## config.mk

```make
export PLATFORM = sky130hd
export DESIGN_NAME = arm_mem_responder_flat
export DESIGN_NICKNAME = d
export VERILOG_FILES = /design/src/rtl/arm_mem_responder_pkg.sv /design/src/rtl/arm_mem_responder_if.sv /design/src/rtl/arm_mem_responder_byte_word_packer.sv /design/src/rtl/arm_mem_responder.sv /design/src/flat_wrapper.sv
export SDC_FILE = /design/constraint.sdc
export NUM_CORES = 2
export LEC_CHECK = 0
export CAP_MARGIN = 20
export CORE_AREA = 2 2 677 679
export CTS_CLUSTER_SIZE = 40
export DETAILED_ROUTE_END_ITERATION = 8
export DIE_AREA = 0 0 679 681
export GPL_TIMING_DRIVEN = 0
export PLACE_DENSITY = 0.47
export REMOVE_ABC_BUFFERS = 1
export SLEW_MARGIN = 10
export SYNTH_ARGS = -nofsm -noshare
export SYNTH_HDL_FRONTEND = slang
export SYNTH_SLANG_ARGS = --single-unit
export TNS_END_PERCENT = 20
```

## constraint.sdc

```tcl
create_clock -name clk -period 4.9 [get_ports clk]
set_clock_uncertainty 0.15 [all_clocks]
set_input_delay 1.47 -clock clk [delete_from_list [all_inputs] [get_ports clk]]
set_output_delay 1.47 -clock clk [all_outputs]
set_load 0.1 [all_outputs]
```

## src/rtl/arm_mem_responder_pkg.sv

```systemverilog
// Shared definitions for the ArmCpu memory responder.
//   mem_state_e : responder mode (LOAD holds the core in reset and accepts
//                 the program image, RUN serves fetches and data accesses)
//   NOP_INSTR   : instruction returned for an unusable fetch address
//   FAULT_*     : bit positions inside the sticky fault vector
package arm_mem_pkg;

  typedef enum logic {
    LOAD = 1'b0,
    RUN  = 1'b1
  } mem_state_e;

  localparam logic [31:0] NOP_INSTR = 32'hE1A00000;  // MOV r0, r0

  localparam int FAULT_FETCH = 0;
  localparam int FAULT_DATA  = 1;
  localparam int FAULT_OVF   = 2;

endpackage

```

## src/rtl/arm_mem_responder_if.sv

```systemverilog
// Bus bundle between ArmCpu (plus program loader) and arm_mem_responder.
//   loader : load_start, load_valid, load_data, load_last -> load_ready
//   core   : pc -> instr, alu_result/write_data/mem_write -> read_data
//   status : cpu_reset, loaded_words, fault, dbg_state (FSM state)
//
// Loader handshake: a byte transfers on a rising clk edge where
// load_valid && load_ready. load_data and load_last are only meaningful
// while load_valid is high; load_ready does not depend on load_valid.
interface arm_mem_responder_if
  import arm_mem_pkg::*;
#(
  parameter int IMEM_WORDS = 64
);
  logic                          load_start;
  logic                          load_valid;
  logic [7:0]                    load_data;
  logic                          load_last;
  logic                          load_ready;
  logic                          cpu_reset;
  logic [31:0]                   pc;
  logic [31:0]                   instr;
  logic [31:0]                   alu_result;
  logic [31:0]                   write_data;
  logic                          mem_write;
  logic [31:0]                   read_data;
  logic [$clog2(IMEM_WORDS):0]   loaded_words;
  logic [2:0]                    fault;
  mem_state_e                    dbg_state;

  modport slave (
    input  load_start, load_valid, load_data, load_last,
    input  pc, alu_result, write_data, mem_write,
    output load_ready, cpu_reset, instr, read_data,
    output loaded_words, fault, dbg_state
  );

  modport master (
    output load_start, load_valid, load_data, load_last,
    output pc, alu_result, write_data, mem_write,
    input  load_ready, cpu_reset, instr, read_data,
    input  loaded_words, fault, dbg_state
  );
endinterface

```

## src/rtl/arm_mem_responder_byte_word_packer.sv

```systemverilog
// Assembles a little-endian 32-bit word from a byte stream.
//   clk, reset  : clock, asynchronous active-low reset
//   clear       : synchronous restart of the lane index (drops partial word)
//   byte_xfer   : a byte transfers this cycle
//   byte_data   : the byte, placed in lane byte_idx (lane 0 = bits 7:0)
//   byte_last   : final byte of the image; closes the word early
//   word_valid  : combinational, the word completes on this edge
//   word        : completed word, lanes above the last byte read as zero
module byte_word_packer (
  input  logic        clk,
  input  logic        reset,
  input  logic        clear,
  input  logic        byte_xfer,
  input  logic [7:0]  byte_data,
  input  logic        byte_last,
  output logic        word_valid,
  output logic [31:0] word
);

  logic [1:0]      byte_idx;
  logic [2:0][7:0] lane_q;  // lane 3 is never stored: it always completes a word

  always_ff @(posedge clk or negedge reset) begin
    if (!reset) begin
      byte_idx <= 2'd0;
      lane_q   <= '0;
    end else if (clear) begin
      byte_idx <= 2'd0;
    end else if (byte_xfer) begin
      for (int i = 0; i < 3; i++) begin
        if (byte_idx == 2'(i)) lane_q[i] <= byte_data;
      end
      byte_idx <= byte_last ? 2'd0 : byte_idx + 2'd1;
    end
  end

  // Lanes at or above byte_idx hold bytes of an older word, so only lanes
  // below the current index are taken from storage; the rest are zero.
  always_comb begin
    word = '0;
    for (int i = 0; i < 3; i++) begin
      if (2'(i) < byte_idx) word[8*i +: 8] = lane_q[i];
    end
    word[{byte_idx, 3'b000} +: 8] = byte_data;
    word_valid = byte_xfer && ((byte_idx == 2'd3) || byte_last);
  end

endmodule

```

## src/rtl/arm_mem_responder.sv

```systemverilog
// Memory-side responder for ArmCpu: instruction and data memories with
// combinational reads, plus a byte-stream loader that fills instruction
// memory while the core is held in reset.
//   clk    : system clock, all state updates on the rising edge
//   reset  : asynchronous active-low reset
//   bus    : arm_mem_responder_if.slave (loader, fetch/data port, status)
module arm_mem_responder
  import arm_mem_pkg::*;
#(
  parameter int IMEM_WORDS = 64,
  parameter int DMEM_WORDS = 64
) (
  input  logic                 clk,
  input  logic                 reset,
  arm_mem_responder_if.slave   bus
);

  localparam int IAW = $clog2(IMEM_WORDS);
  localparam int DAW = $clog2(DMEM_WORDS);

  mem_state_e  state_q, state_d;
  logic [IAW:0] wr_ptr_q;
  logic [2:0]   fault_q;

  logic [31:0] imem [IMEM_WORDS];
  logic [31:0] dmem [DMEM_WORDS];

  logic        byte_xfer;
  logic        word_valid;
  logic [31:0] word;
  logic        restart;
  logic        store_en;
  logic        fetch_ok;
  logic        data_ok;
  logic        imem_full;

  // Aligned and within the array: no address bits above the word index.
  assign fetch_ok = (bus.pc[1:0] == 2'b00) && (bus.pc[31:IAW+2] == '0);
  assign data_ok  = (bus.alu_result[1:0] == 2'b00) && (bus.alu_result[31:DAW+2] == '0);

  // Depth is a power of two, so the pointer MSB marks "all words written".
  assign imem_full = wr_ptr_q[IAW];

  always_ff @(posedge clk or negedge reset) begin
    if (!reset) state_q <= LOAD;
    else        state_q <= state_d;
  end

  always_comb begin
    state_d        = state_q;
    byte_xfer      = 1'b0;
    restart        = 1'b0;
    store_en       = 1'b0;
    bus.load_ready = 1'b0;
    bus.cpu_reset  = 1'b0;
    case (state_q)
      LOAD: begin
        bus.load_ready = 1'b1;
        bus.cpu_reset  = 1'b1;
        // Gated by reset so a byte presented during reset never reaches imem.
        byte_xfer = bus.load_valid && reset;
        if (byte_xfer && bus.load_last) state_d = RUN;
      end
      RUN: begin
        if (bus.load_start) begin
          restart = 1'b1;
          state_d = LOAD;
        end else begin
          store_en = bus.mem_write && data_ok;
        end
      end
      default: state_d = LOAD;
    endcase
  end

  byte_word_packer u_packer (
    .clk        (clk),
    .reset      (reset),
    .clear      (restart),
    .byte_xfer  (byte_xfer),
    .byte_data  (bus.load_data),
    .byte_last  (bus.load_last),
    .word_valid (word_valid),
    .word       (word)
  );

  always_ff @(posedge clk or negedge reset) begin
    if (!reset) begin
      wr_ptr_q <= '0;
      fault_q  <= '0;
    end else if (restart) begin
      wr_ptr_q <= '0;
      fault_q  <= '0;
    end else begin
      if (state_q == RUN) begin
        if (!fetch_ok)                  fault_q[FAULT_FETCH] <= 1'b1;
        if (bus.mem_write && !data_ok)  fault_q[FAULT_DATA]  <= 1'b1;
      end
      if (word_valid) begin
        if (imem_full) fault_q[FAULT_OVF] <= 1'b1;
        else           wr_ptr_q <= wr_ptr_q + 1'b1;
      end
    end
  end

  // Memory arrays carry no reset; contents survive reset and reloads.
  always_ff @(posedge clk) begin
    if (word_valid && !imem_full) imem[wr_ptr_q[IAW-1:0]] <= word;
    if (store_en)                 dmem[bus.alu_result[DAW+1:2]] <= bus.write_data;
  end

  // Reads are combinational and see the pre-edge contents (old data on a
  // same-cycle read/write of one word).
  assign bus.instr        = fetch_ok ? imem[bus.pc[IAW+1:2]] : NOP_INSTR;
  assign bus.read_data    = data_ok ? dmem[bus.alu_result[DAW+1:2]] : 32'h0;
  assign bus.loaded_words = wr_ptr_q;
  assign bus.fault        = fault_q;
  assign bus.dbg_state    = state_q;

endmodule

```

## src/flat_wrapper.sv

```systemverilog
// flat-port wrapper written by rule: the top's interface ports become plain ports
module arm_mem_responder_flat import arm_mem_pkg::*;
#(
  parameter int IMEM_WORDS = 64,
  parameter int DMEM_WORDS = 64
)
  (clk, reset, bus_load_start, bus_load_valid, bus_load_data, bus_load_last, bus_pc, bus_alu_result, bus_write_data, bus_mem_write, bus_load_ready, bus_cpu_reset, bus_instr, bus_read_data, bus_loaded_words, bus_fault, bus_dbg_state);
  arm_mem_responder_if #(.IMEM_WORDS(IMEM_WORDS)) bus_i ();
  input  logic clk;
  input  logic reset;
  input wire logic [$bits(bus_i.load_start)-1:0] bus_load_start;
  input wire logic [$bits(bus_i.load_valid)-1:0] bus_load_valid;
  input wire logic [$bits(bus_i.load_data)-1:0] bus_load_data;
  input wire logic [$bits(bus_i.load_last)-1:0] bus_load_last;
  input wire logic [$bits(bus_i.pc)-1:0] bus_pc;
  input wire logic [$bits(bus_i.alu_result)-1:0] bus_alu_result;
  input wire logic [$bits(bus_i.write_data)-1:0] bus_write_data;
  input wire logic [$bits(bus_i.mem_write)-1:0] bus_mem_write;
  output wire logic [$bits(bus_i.load_ready)-1:0] bus_load_ready;
  output wire logic [$bits(bus_i.cpu_reset)-1:0] bus_cpu_reset;
  output wire logic [$bits(bus_i.instr)-1:0] bus_instr;
  output wire logic [$bits(bus_i.read_data)-1:0] bus_read_data;
  output wire logic [$bits(bus_i.loaded_words)-1:0] bus_loaded_words;
  output wire logic [$bits(bus_i.fault)-1:0] bus_fault;
  output wire logic [$bits(bus_i.dbg_state)-1:0] bus_dbg_state;
  assign bus_i.load_start = bus_load_start;
  assign bus_i.load_valid = bus_load_valid;
  assign bus_i.load_data = bus_load_data;
  assign bus_i.load_last = bus_load_last;
  assign bus_i.pc = bus_pc;
  assign bus_i.alu_result = bus_alu_result;
  assign bus_i.write_data = bus_write_data;
  assign bus_i.mem_write = bus_mem_write;
  assign bus_load_ready = bus_i.load_ready;
  assign bus_cpu_reset = bus_i.cpu_reset;
  assign bus_instr = bus_i.instr;
  assign bus_read_data = bus_i.read_data;
  assign bus_loaded_words = bus_i.loaded_words;
  assign bus_fault = bus_i.fault;
  assign bus_dbg_state = bus_i.dbg_state;
  arm_mem_responder #(.IMEM_WORDS(IMEM_WORDS), .DMEM_WORDS(DMEM_WORDS)) u_core (.clk(clk), .reset(reset), .bus(bus_i));
endmodule
```

==> reports/results.md <==
| Stage | Parameter | This run |
|:---|:---|:---|
| floorplanning | IO Pins | 187 |
| power | Net switching component of the power | 18.1 mW |
| clock network | H-tree depth | 5 |
| clock network | Number of clock sinks | 4133 |
| final layout | Final Cell Area | 202000 um^2 |
| final layout | Most frequent cells in the layout | sky130_fd_sc_hd__edfxtp_1, sky130_fd_sc_hd__mux4_2, sky130_fd_sc_hd__clkbuf_16 |
| detailed routing | Routed WL | 589000 um |
| sta | Count of final setup violators | 122 |
| place | DP Cell Count | 13.7k |
| sta | FMAX | 164 MHz |
| sta | Number of endpoints with negative hold slack in the final report | 0 |
| final layout | Filler-free cell count of the finished design | 15.1k |
| synthesis | Count of flip-flops with a built-in enable after synthesis | 4096 |
| power | IR drop worst, VDD | 301 uV |
| outcome | Run status | complete, but fails checks |
| synthesis | Mean instance size in the synthesized netlist | 21.0 um^2 |
| power | Sequential share of power | 0.506 |
| detailed routing | Uppermost signal routing layer after detailed routing | met5 |
| final layout | Number of nets in the layout | 8793 |
| sta | Slew of the pin with the lowest slew margin | 1180 ps |
| detailed routing | Overall via count from detail_route | 88.5k |
| floorplanning | Core region area | 455000 um^2 |
| global route | Total routing resource utilization after global routing | 0.250 |
| power | Leak pwr | 64.3 nW |
| sta | Worst Hold Slack | 160 ps |
| global route | Via count of the first global-routing pass | 87.2k |
| synthesis | Post-Syn Area | 159000 um^2 |
| global route | GRT overflow | 0 |
| global route | Maximum number of pins on one net before global-route repair | 82 |
| synthesis | Register bit count reported by yosys | 4133 |
| synthesis | Prevailing post-synth register cell | sky130_fd_sc_hd__edfxtp_1 |
| sta | Least setup slack across all paths after layout | -1200 ps |
| sta | Count of pins over their slew limit | 0 |
| worst setup path | Largest stage delay, worst path | 550 ps |
| global route | Initial antenna violation count | 36 |
| place | Port buffer count | 186 |
| place | Total placed instance area | 176000 um^2 |
| detailed routing | Routed metal-1 wire length | 235000 um |
| worst setup path | Top cell family by delay on the critical path | compound AO/OA/AOI/OAI gates |
| sta | Setup repair after global routing missed its margin | true |
| worst setup path | Crit Path Max Fanout | 19 |
| detailed routing | Drt pass-1 iters | 8 |
| floorplanning | Die X-Extent | 679 um |
| sta | Period minus WS final | 6100 ps |
| worst setup path | Endpoint of the worst-slack reg-to-reg timing path | u_core.imem[38][4] |
| worst setup path | WP data arrival | 4480 ps |
| worst setup path | CP Capture Type | primary output |
| run | Number of max-capacitance violations reported | 0 |
| power | Internal cell power | 60.0 mW |
| hold path | Hold/Removal Path Class | input port to async pin |
| power | P per Cell Area | 386 nW/um^2 |
| worst setup path | Required time at the endpoint of the critical path | 3280 ps |
| power | Logic gate share of total power | 0.081 |
| detailed routing | Met2 wire length | 281000 um |
| detailed routing | DR WL/cell | 39.2 um |
| worst setup path | Worst setup path category | input port to primary output |
| worst setup path | Count of buffer and inverter cells on the critical path | 3 |
| final layout | Final standard cell utilization of the core | 0.445 |
| clock network | TritonCTS clock tree | built |
| sta | Fin Setup TNS | -53740 ps |
| outcome | Violations in the final reports | negative setup slack |
| detailed routing | Routed Antenna Nets | 0 |
| floorplanning | Vertical die dimension | 681 um |
| synthesis | Netlist cell types | 73 |
| worst setup path | R2R Setup Slk | 300 ps |
| sta | Share of the clock period used by the worst path after layout | 1.25 |
| clock network | CTS Buf Count | 440 |
| place | HPWL reported at the end of detailed placement | 326000 um |
| global route | First-pass GRT wire length | 786000 um |
| worst setup path | Cell chain of the critical path | clkdlybuf4s18_2 -> and3b_2 -> buf_12 -> nand2_1 -> o22ai_2 -> a221oi_4 -> o211ai_1 -> o41a_1 -> buf_12 |
| clock network | Number of buffers between clock root and the deepest sink | 4 |
| power | Switching share of power | 0.232 |
| sta | Normalized max-slew margin | 0.205 |
| final layout | Fraction of layout cells with a size suffix above 1 | 0.357 |
| worst setup path | Most frequent cell on the critical path | sky130_fd_sc_hd__buf_12 |
| detailed routing | Via/cell ratio | 5.88 |
| detailed routing | DRC violation count after routing | 0 |
| detailed routing | Number of violations reported at the end of detailed-routing iteration 0 | 12.8k |
| place | Gp weighted congestion | 0.814 |
| final layout | Relative area change from synthesis to final layout | 27.4% |
| final layout | Commonest non-fill, non-tap cell in the layout | sky130_fd_sc_hd__edfxtp_1 |
| power | Share of power burned in the clock network | 0.413 |
| floorplanning | Initial standard-cell utilization of the core | 0.349 |
| worst setup path | Worst Reg2Reg Path Length in Cells | 6 |
| clock network | Insertion delay of the later-clocked pin in the worst-skew pair | 1000 ps |
| clock network | Hold-fix buffer count after cts | 0 |
| synthesis | Post-synthesis cell count | 7556 |
| floorplanning | Area enclosed by the die boundary | 462000 um^2 |
| worst setup path | Critical R2R Launch | u_core.bus.dbg_state |
| synthesis | Yosys warning count | 0 |
| worst setup path | Worst-path cell with the longest stage delay | sky130_fd_sc_hd__o41a_1 |
| floorplanning | Core Rows | 248 |
| clock network | Library cell used as clock root buffer | sky130_fd_sc_hd__clkbuf_16 |
| detailed routing | Met3 wirelength from detailed routing | 44500 um |
| synthesis | Sequential-to-total area share from yosys stat | 0.781 |
| clock network | Clock slew seen by the registers of the worst setup and hold paths | 60 ps |
| worst setup path | Critical path startpoint category | input port |
| synthesis | Asr flop ratio synth | 0.00895 |
## synthesized netlist by cell type, drive strengths merged, types with 119 or more instances
library cell,instances,area (um^2)
edfxtp,4096,123000
mux4,739,16600
mux2i,305,3050
buf,301,1750
nor2,282,1060
a221oi,232,2030
nand2,185,694
mux2,173,1950
a22oi,164,1230
clkbuf,162,608
a21oi,141,706
o22ai,126,788
o21ai,119,596
## per-stage QoR
stage	setup slack [ps]	power, mW
finish	-1200	78.1
global route	-1100	80.0
CTS	-1150	78.3
detailed placement	-4110	45.1
global placement	-76230	47.0
floorplan	-3190	42.2
## routing by layer
metal,global-route usage,up-vias
met2,0.407,4496
met3,0.0396,1000
met5,0,-
li1,-,34500
met4,0.104,12
met1,0.334,48500
## sequential cells by signal (all words and copies together) (netlist names)
signal and cells:
u_core.dmem 2048, u_core.imem 2048, u_core.u_packer.lane_q 24, u_core.bus.loaded_words 7, u_core.bus.fault 3, u_core.u_packer.byte_idx 2
u_core.bus.dbg_state 1
## area by class of cell
cell class | count | area, um^2
Fill cell | 38400 | 253000
Sequential cell | 4133 | 124000
Multi-Input combinational cell | 2951 | 37200
Timing Repair Buffer | 1132 | 19700
Clock buffer | 536 | 11500
Tap cell | 6000 | 7510
Clock inverter | 271 | 2210
Inverter | 13 | 154
Timing Repair inverter | 4 | 35.0
Antenna cell | 12 | 30.0
## worst register-to-register path, cell delays in order, from the launching register on
cell	delay [ps]
sky130_fd_sc_hd__dfrtp_1	430
sky130_fd_sc_hd__inv_1	140
sky130_fd_sc_hd__nand3_1	330
sky130_fd_sc_hd__nor4_1	1070
sky130_fd_sc_hd__nand3_1	940
sky130_fd_sc_hd__nor2_4	900
sky130_fd_sc_hd__buf_12	290
## logic make-up (layout without fill, tap and decap cells)
kind of cell,count (synthesis),count (layout),share of synthesized area
AOI/OAI and AO/OA,1057,1057,0.0486
xor gates and xnor gates,4,4,0.000221
adders and majority gates,8,8,0.000631
buffers and inverters,476,1956,0.0151
DFF,4133,4133,0.781
muxes,1217,1217,0.136
other,0,12,0
and+or+nand+nor,661,665,0.0185
## timing repair
action                     4_1_cts  5_1_grt
setup buffers                  368       58
pin swaps                      198       94
resized for setup             1467      105
setup endpoints to repair     2112      106
cloned                         124        5
## how the worst max path moves through the flow
stage                                 start                 to  cells past startpoint
after floorplan           bus_alu_result[4]  bus_read_data[17]                      6
after global placement    bus_alu_result[4]  bus_read_data[25]                      7
after detailed placement  bus_alu_result[4]   bus_read_data[3]                     13
after CTS                 bus_alu_result[4]   bus_read_data[7]                     13
after global routing      bus_alu_result[4]   bus_read_data[7]                     13
final                     bus_alu_result[6]   bus_read_data[7]                      9
## power groups by stage
| stage | Combinational (mW) | Sequential [mW] | Clock [mW] |
|---|---|---|---|
| after global placement | 6.64 | 40.4 | 0 |
| after floorplan | 1.85 | 40.4 | 0 |
| after global routing | 6.49 | 39.5 | 34.0 |
| after CTS | 6.16 | 39.5 | 32.6 |
| after detailed placement | 4.79 | 40.3 | 0 |
| final | 6.32 | 39.5 | 32.2 |
No activity file was read; power rests on OpenSTA's default activity.
